`src/rtl/cpu_types_pkg.sv`:
```
// Basic datapath types shared by the CPU and its memory-side blocks.
package cpu_types_pkg;

  localparam int unsigned WordW = 32;

  typedef logic [WordW-1:0] word_t;

endpackage

```
`src/rtl/icache_ctrl_pkg.sv`:
```
// Cache types: instruction frame layout and the fetch controller state encoding.
package icache_ctrl_pkg;

  import cpu_types_pkg::*;

  // Sized for the smallest legal cache (2 frames); narrower tags are zero-extended.
  localparam int unsigned FrameTagW = 29;

  typedef enum logic {
    StIdle,
    StFetch
  } icache_state_t;

  typedef struct packed {
    logic                 valid;
    logic [FrameTagW-1:0] tag;
    word_t                data;
  } icachef_t;

endpackage

```
`src/rtl/icache_ctrl.sv`:
```
// Direct-mapped, one-word-per-frame instruction cache with a blocking single-miss fill FSM.
module icache_ctrl
  import icache_ctrl_pkg::*;
#(
  parameter int unsigned SETS = 16
) (
  input  logic        CLK,
  input  logic        RST,
  input  logic        imemREN,
  input  logic [31:0] imemaddr,
  output logic        ihit,
  output logic [31:0] imemload,
  output logic        iREN,
  output logic [31:0] iaddr,
  input  logic        iwait,
  input  logic [31:0] iload,
  output logic [31:0] hit_count,
  output logic [31:0] miss_count
);

  localparam int unsigned IdxW = $clog2(SETS);

  icache_state_t  state_q;
  icachef_t       frames_q [SETS];
  logic    [31:0] miss_addr_q;
  logic    [31:0] hit_count_q;
  logic    [31:0] miss_count_q;

  logic [IdxW-1:0]      req_idx;
  logic [IdxW-1:0]      fill_idx;
  logic [FrameTagW-1:0] req_tag;
  logic [FrameTagW-1:0] fill_tag;
  icachef_t             req_frame;
  logic                 idle_hit;
  logic                 idle_miss;

  assign req_idx   = imemaddr[2 +: IdxW];
  assign req_tag   = FrameTagW'(imemaddr[31:2+IdxW]);
  assign fill_idx  = miss_addr_q[2 +: IdxW];
  assign fill_tag  = FrameTagW'(miss_addr_q[31:2+IdxW]);
  assign req_frame = frames_q[req_idx];

  assign idle_hit  = (state_q == StIdle) && imemREN && req_frame.valid &&
                     (req_frame.tag == req_tag);
  assign idle_miss = (state_q == StIdle) && imemREN && !idle_hit;

  // Outputs are forced quiet while reset is held, independent of the async flop update.
  always_comb begin
    ihit     = 1'b0;
    imemload = '0;
    iREN     = 1'b0;
    iaddr    = imemaddr;
    if (!RST) begin
      case (state_q)
        StIdle: begin
          ihit     = idle_hit;
          imemload = idle_hit ? req_frame.data : '0;
        end
        StFetch: begin
          iREN  = 1'b1;
          iaddr = miss_addr_q;
        end
        default: ;
      endcase
    end
  end

  always_ff @(posedge CLK or posedge RST) begin
    if (RST) begin
      state_q      <= StIdle;
      miss_addr_q  <= '0;
      hit_count_q  <= '0;
      miss_count_q <= '0;
      frames_q     <= '{default: '0};
    end else begin
      if (idle_hit) begin
        hit_count_q <= hit_count_q + 32'd1;
      end
      case (state_q)
        StIdle: begin
          if (idle_miss) begin
            miss_addr_q  <= imemaddr;
            miss_count_q <= miss_count_q + 32'd1;
            state_q      <= StFetch;
          end
        end
        StFetch: begin
          // Request inputs are ignored here; the latched miss always completes.
          if (!iwait) begin
            frames_q[fill_idx] <= '{valid: 1'b1, tag: fill_tag, data: iload};
            state_q            <= StIdle;
          end
        end
        default: state_q <= StIdle;
      endcase
    end
  end

  assign hit_count  = hit_count_q;
  assign miss_count = miss_count_q;

endmodule

```
`config.mk`:
```
export PLATFORM = sky130hd
export DESIGN_NAME = icache_ctrl
export DESIGN_NICKNAME = d
export VERILOG_FILES = /design/src/rtl/cpu_types_pkg.sv /design/src/rtl/icache_ctrl_pkg.sv /design/src/rtl/icache_ctrl.sv
export SDC_FILE = /design/constraint.sdc
export NUM_CORES = 2
export LEC_CHECK = 0
export BUFFER_PORTS_ARGS = -buffer_cell sky130_fd_sc_hd__buf_2
export CORE_UTILIZATION = 30
export DETAILED_ROUTE_END_ITERATION = 12
export PLACE_DENSITY = 0.49
export SKIP_CTS_REPAIR_TIMING = 1
export SLEW_MARGIN = 20
export SYNTH_ARGS = -nofsm -noshare
export SYNTH_HDL_FRONTEND = slang
export SYNTH_SLANG_ARGS = --single-unit
```
`constraint.sdc`:
```
create_clock -name CLK -period 50 [get_ports CLK]
set_input_delay 7.5 -clock CLK [delete_from_list [all_inputs] [get_ports CLK]]
set_output_delay 7.5 -clock CLK [all_outputs]
set_load 0.05 [all_outputs]
```
; ---- Word level (Yosys, flattened, before mapping)
; Index checks and enable logic that the tools add are counted.
[classes]
muxes = 18
reduce_logical = 8
eq_ne = 1
add_sub_neg = 2
n_bitwise = 4
order_cmp = 3
[op_table]
columns = operator, n
row1 = bitwise mux 992 bit, 1
row2 = binary-select mux 62 bit (select 4 bit), 1
row3 = demux 62 bit (select 4 bit), 1
row4 = two-way mux 62 bit, 3
row5 = two-way mux 32 bit, 5
row6 = adder 32 x 1 -> 32 bit (second input constant), 2
row7 = == test 29 x 26 -> 1 bit, 1
row8 = greater-or-equal comparator 5 bit (second input constant), 2
row9 = inverter 4 -> 5 bit, 2
row10 = two-way mux 1 bit, 6
row11 = logical AND 1 bit, 5
row12 = < comparator 5 x 1 -> 1 bit (second input constant), 1
row13 = AND reduction 2 bit, 2
row14 = inverter 1 bit, 2
row15 = case mux 1 bit (2 select lines), 1
row16 = zero test 1 bit, 1
[totals]
out_inout_bits = 130
ff_bits = 1089
input_bits = 68
wordCells = 88

; ---- Longest topological paths before layout
[logic_depth]
ltp_word = 10
depth_mapped = 18
ltp_nobuf = 9

; ---- Least setup slack after synthesis
; OpenSTA, ideal clock, no wires.
[synth_path]
path_kind = in2out
from = input port RST
to = output port iaddr[0]
n_path_buf = 0
path_slack_ns = 8.874
required_ns = 42.500
arrival_time_ns = 33.626
cell_stages = 3
path_cell_list = inv_1 > nand2_1 > mux2_2
[synth_via]
elab_chain_len = 1
[synth_lines]
columns = element, line_no
row1 = start: declaration, icache_ctrl.sv:8  ; input logic RST,
row2 = two-way mux 32 bit, icache_ctrl.sv:53  ; if (!RST) begin
row3 = end: declaration, icache_ctrl.sv:14  ; output logic [31:0] iaddr,
; No other way between the ends.

; ---- Worst setup path in the final report
[layout_path]
from = input port imemaddr[2]
to = output port imemload[1]
[layout_via]
elab_chain_len = 9
elab_cells_between_ends = 10
classes_between = 1 x eq/ne / 6 x mux / 1 x bitwise / 2 x reduce/logical
[layout_lines]
columns = element, line_no
row1 = start: declaration, icache_ctrl.sv:10  ; input logic [31:0] imemaddr,
row2 = inverter 4 -> 5 bit (implied by the code) (*), icache_ctrl.sv:41  ; assign req_frame = frames_q[req_idx];
row3 = binary-select mux 62 bit (select 4 bit) (*), icache_ctrl.sv:41
row4 = two-way mux 62 bit (implied by the code) (*) (2 in a row), icache_ctrl.sv:41
row5 = == test 29 x 26 -> 1 bit / logical AND 1 bit (equally long branches), "icache_ctrl.sv:44, icache_ctrl.sv:43"
row6 = logical AND 1 bit, icache_ctrl.sv:43  ; assign idle_hit = (state_q == StIdle) && imemREN && req_frame.valid &&
row7 = two-way mux 32 bit (*), icache_ctrl.sv:57  ; imemload = idle_hit ? req_frame.data : '0;
row8 = two-way mux 32 bit (*), icache_ctrl.sv:54  ; case (state_q)
row9 = two-way mux 32 bit (*), icache_ctrl.sv:53
row10 = end: declaration, icache_ctrl.sv:12  ; output logic [31:0] imemload,
; Mark *: on every way between the ends. The rest lies on a longest branch, timed or not. The select of a mux whose other input is x is not followed.

==> results by stage <==
Die:
- The y dimension of the die is 400.9 um.
- The count of standard-cell rows is 146.
- The initial cell density of the core is 0.3018.
- The floorplan die area is 160700 um2.
- The total I/O pin count is 198.
- The die width is 400.9 um.
- In this run the standard cell core region covers 158200 um2.

Routing:
- In the final routed layout, each cell accounts on average for 24.69 um.
- The final layout contains routed wiring with a total length of 133500 um.
- In the routed design, unresolved DRC markers number 0.
- In this run the remaining antenna-violating nets after routing total 0.
- Dividing the detail-routed via count by the number of cells gives 5.014.
- The number of DRC violations after detailed-routing iteration 0 is 1358.
- The detailed-route via count is 27110.
- The number of detailed-route iterations in the first pass is 6.

Min path:
- The startpoint of the most critical hold path is frames_q[991].
- The path class of the lowest-slack min-delay path is register to register.

Critical path:
- The reg2reg setup slack is 45.05 ns.
- The sort of element at the end of the critical path is an output pin.
- Data arrives at the worst endpoint at 13.67 ns.
- The required time of the worst setup path is 42.50 ns.
- The worst setup path startpoint is imemaddr[2].
- The type of origin of the critical path is an input port.
- The worst register-to-register path begins at frames_q[56].
- The critical path is of the input port to output pin type.
- The endpoint of the most critical setup path is imemload[1].
- The length in cells of the worst reg-to-reg path is 10.
- The terminus of the critical flop-to-flop path is miss_addr_q[16].
- The peak fanout along the critical path is 95.

Clock network:
- Clock latency on the worst-skew pair, taken at its later pin, is 0.72 ns.
- The total clock buffers created by CTS is 116.
- The maximum level of the CTS H-tree is 3.
- The TritonCTS clock tree is yes.
- The root buffer cell is sky130_fd_sc_hd__clkbuf_16.
- For this design, the sink count on the clock tree is 1041.
- The clock passes through at most 3 buffers.
- The clock-pin slew on the worst setup and hold paths is 0.06 ns.

Global route:
- The number of global-route vias before repair was 29020.
- The aggregate global routing overflow is 0.
- For this run, the total global-route usage over all layers was measured as 0.1683.
- The number of antenna violations at the first check in global routing came to 15.
- Entering global routing, the biggest net connects 153 pins.
- The wire length of the first global-routing pass is 203800 um.

Final layout:
- In the final layout, the share of cells above drive strength 1 is 0.5153.
- For this run, the post-layout net count is 3303.
- The library cell used most frequently in the layout, excluding fill and tap cells, is sky130_fd_sc_hd__dfrtp_1.
- In the layout the commonest cells are sky130_fd_sc_hd__dfrtp_1 (1041), sky130_fd_sc_hd__mux2_2 (999), sky130_fd_sc_hd__mux4_2 (232).
- The area growth from synthesis to layout is 15.23%.
- The number of fill cells in the layout is 15400.

Timing:
- The remaining max-slew budget at the tightest pin is 0.2571.
- The achievable frequency is 47.24 MHz.
- Setup violations remaining at the end of the flow were counted as 0.
- The clock period minus worst slack is 21.17 ns.
- The number of hold violations in the final report is 0.
- For the final database, setup skew stands at 0.01869 ns.
- Setup repair after global routing left no endpoint under its margin.
- The worst-margin pin slew is 1.114 ns.
- For the final routed database, the setup TNS stands at 0 ns.
- The final clock period utilization by the worst path is 0.4234.
- The max-slew violation total from the final report came to 0.

Status:
- The run finished with clean final reports.

Logic synthesis:
- The number of unique standard cell types used by synthesis is 59.
- In the synthesized netlist the dominant register cell turns out to be sky130_fd_sc_hd__dfrtp_1.
- The share of the Yosys chip area taken by registers is 0.5457.
- The cell count after synthesis is 3125.
- The yosys synthesis warning count is 0.
- The synthesized flop and latch total is 1041.
- Summing every instance area after synthesis gives 47740 um2.
- The proportion of register bits with asynchronous set or reset after synthesis is 1.000.
- The mean instance size in the synthesized netlist is 15.28 um2.
- Synthesis produced a netlist with a net count of 3195.
- The synthesized design contains 0 enable-type register cells.

Placement:
- The quantity of I/O buffers inserted on ports is 197.
- Detailed placement ended at an HPWL of 76550 um.
- The congestion estimate from routability-driven global placement came to 0.7255.

Power and ir drop:
- The design draws 2.985 mW.
- Dividing total power by cell area gives a power density of 54.26 nW/um2.
- The peak ir drop on the vdd network is 31.18 uV.
- The leakage power figure is 25.03 nW.

Flow run:
- The count of max-cap constraint violations is 0.
[through the flow]
step	hold slack (ns)	cells	setup slack (ns)	instance area, um2	util
5_1_grt	0.4721	5405	28.45	55010	0.3477
3_3_place_gp	0.4471	5187	28.83	50810	0.3212
6_report	0.4631	5407	28.83	55010	0.3477
3_5_place_dp	0.4487	5187	28.72	50820	0.3212
4_1_cts	0.4642	5404	28.72	55000	0.3477
2_1_floorplan	0.4287	3125	8.874	47740	-
[report_power, final]
part	total [mW]	leakage [nW]	switching [mW]	internal, mW
sequential	1.37	13.4	0.187	1.19
clock	0.929	2.08	0.358	0.571
combinational	0.683	9.53	0.251	0.433
total	2.99	25.0	0.796	2.19
[synth_stat cells (3+ instances only)]
master	number	share of area
sky130_fd_sc_hd__nand3_1	27	0.0028
sky130_fd_sc_hd__nor2_1	22	0.0017
sky130_fd_sc_hd__or2_2	8	0.0010
sky130_fd_sc_hd__buf_1	88	0.0069
sky130_fd_sc_hd__o41ai_1	5	0.00092
sky130_fd_sc_hd__buf_4	10	0.0016
sky130_fd_sc_hd__and2_1	7	0.00092
sky130_fd_sc_hd__nand2b_1	16	0.0021
sky130_fd_sc_hd__buf_2	19	0.0020
sky130_fd_sc_hd__clkbuf_1	136	0.011
sky130_fd_sc_hd__a2111oi_0	3	0.00055
sky130_fd_sc_hd__and3_1	32	0.0042
sky130_fd_sc_hd__nor3_1	18	0.0019
sky130_fd_sc_hd__a22o_1	4	0.00073
sky130_fd_sc_hd__o22ai_1	7	0.00092
sky130_fd_sc_hd__o31ai_1	3	0.00047
sky130_fd_sc_hd__buf_6	8	0.0019
sky130_fd_sc_hd__nor2b_1	40	0.0052
sky130_fd_sc_hd__a31oi_1	5	0.00066
sky130_fd_sc_hd__nor3b_1	4	0.00063
sky130_fd_sc_hd__nand4_1	28	0.0037
sky130_fd_sc_hd__mux4_2	232	0.11
sky130_fd_sc_hd__o211ai_1	6	0.00094
sky130_fd_sc_hd__xnor2_1	37	0.0068
sky130_fd_sc_hd__or4_1	3	0.00047
sky130_fd_sc_hd__xor2_1	43	0.0079
sky130_fd_sc_hd__a22oi_1	20	0.0031
sky130_fd_sc_hd__mux2i_1	90	0.019
sky130_fd_sc_hd__a221oi_1	9	0.0017
sky130_fd_sc_hd__nand2_1	64	0.0050
sky130_fd_sc_hd__a21oi_1	8	0.00084
sky130_fd_sc_hd__o21ai_0	14	0.0015
sky130_fd_sc_hd__dfrtp_1	1041	0.55
sky130_fd_sc_hd__inv_1	17	0.0013
sky130_fd_sc_hd__or3_1	5	0.00066
sky130_fd_sc_hd__and4_1	7	0.0013
sky130_fd_sc_hd__nor4_1	11	0.0014
sky130_fd_sc_hd__mux2_2	999	0.24
sky130_fd_sc_hd__nand3b_1	3	0.00047
[worst min path at each step]
stage                          endpoint  slack, ns  cells after the start
after floorplan           frames_q[619]       0.43                      1
after global placement    frames_q[743]       0.45                      1
after detailed placement  frames_q[619]       0.45                      1
after CTS                 frames_q[619]       0.46                      1
after global routing      frames_q[619]       0.47                      1
final                     frames_q[991]       0.46                      1
[sequential cells by signal (all words and copies together), names as in the netlist]
signal / cells
frames_q: 944
miss_count: 32
state_q: 1
miss_addr_q: 32
hit_count: 32
[critical path, cell delays in order]
cell and delay [ns]:
sky130_fd_sc_hd__buf_8 0.49, sky130_fd_sc_hd__buf_12 0.58, sky130_fd_sc_hd__buf_4 0.79, sky130_fd_sc_hd__mux4_2 0.60, sky130_fd_sc_hd__mux2i_1 0.26, sky130_fd_sc_hd__nand3_1 0.11, sky130_fd_sc_hd__mux4_2 0.50, sky130_fd_sc_hd__or4_1 0.74
sky130_fd_sc_hd__nand4b_4 0.57, sky130_fd_sc_hd__nand2b_2 0.35, sky130_fd_sc_hd__buf_4 0.29, sky130_fd_sc_hd__nor2b_1 0.19, sky130_fd_sc_hd__buf_2 0.28
[logic make-up after synthesis]
group	share of synthesized area
AO/OA/AOI/OAI	0.01502
adder cells (fa/ha/maj)	0.0005241
multiplexers	0.3642
AND/OR/NAND/NOR	0.03541
buffers and inverters	0.02448
XOR/XNOR	0.01468
flip-flops	0.5457
[final cells by class]
cell class / instances / area [um2] / area share
well taps: 2072 / 2592 / 0.04713
flip-flops and latches: 1041 / 26050 / 0.4735
inverters: 18 / 80.08 / 0.001456
clock inverters: 46 / 668.1 / 0.01215
multi-input cells: 1805 / 20640 / 0.3753
clock buffers: 171 / 3513 / 0.06387
diodes: 3 / 7.507 / 0.0001365
repair buffers: 251 / 1455 / 0.02645
[per-layer routing]
metal  track usage  routed length, um
met1        0.2334              62090
met2        0.2762              64410
met5             0                 94
met3       0.02700               3960
met4       0.03778               2951
Power figures use the tool's default switching activity.
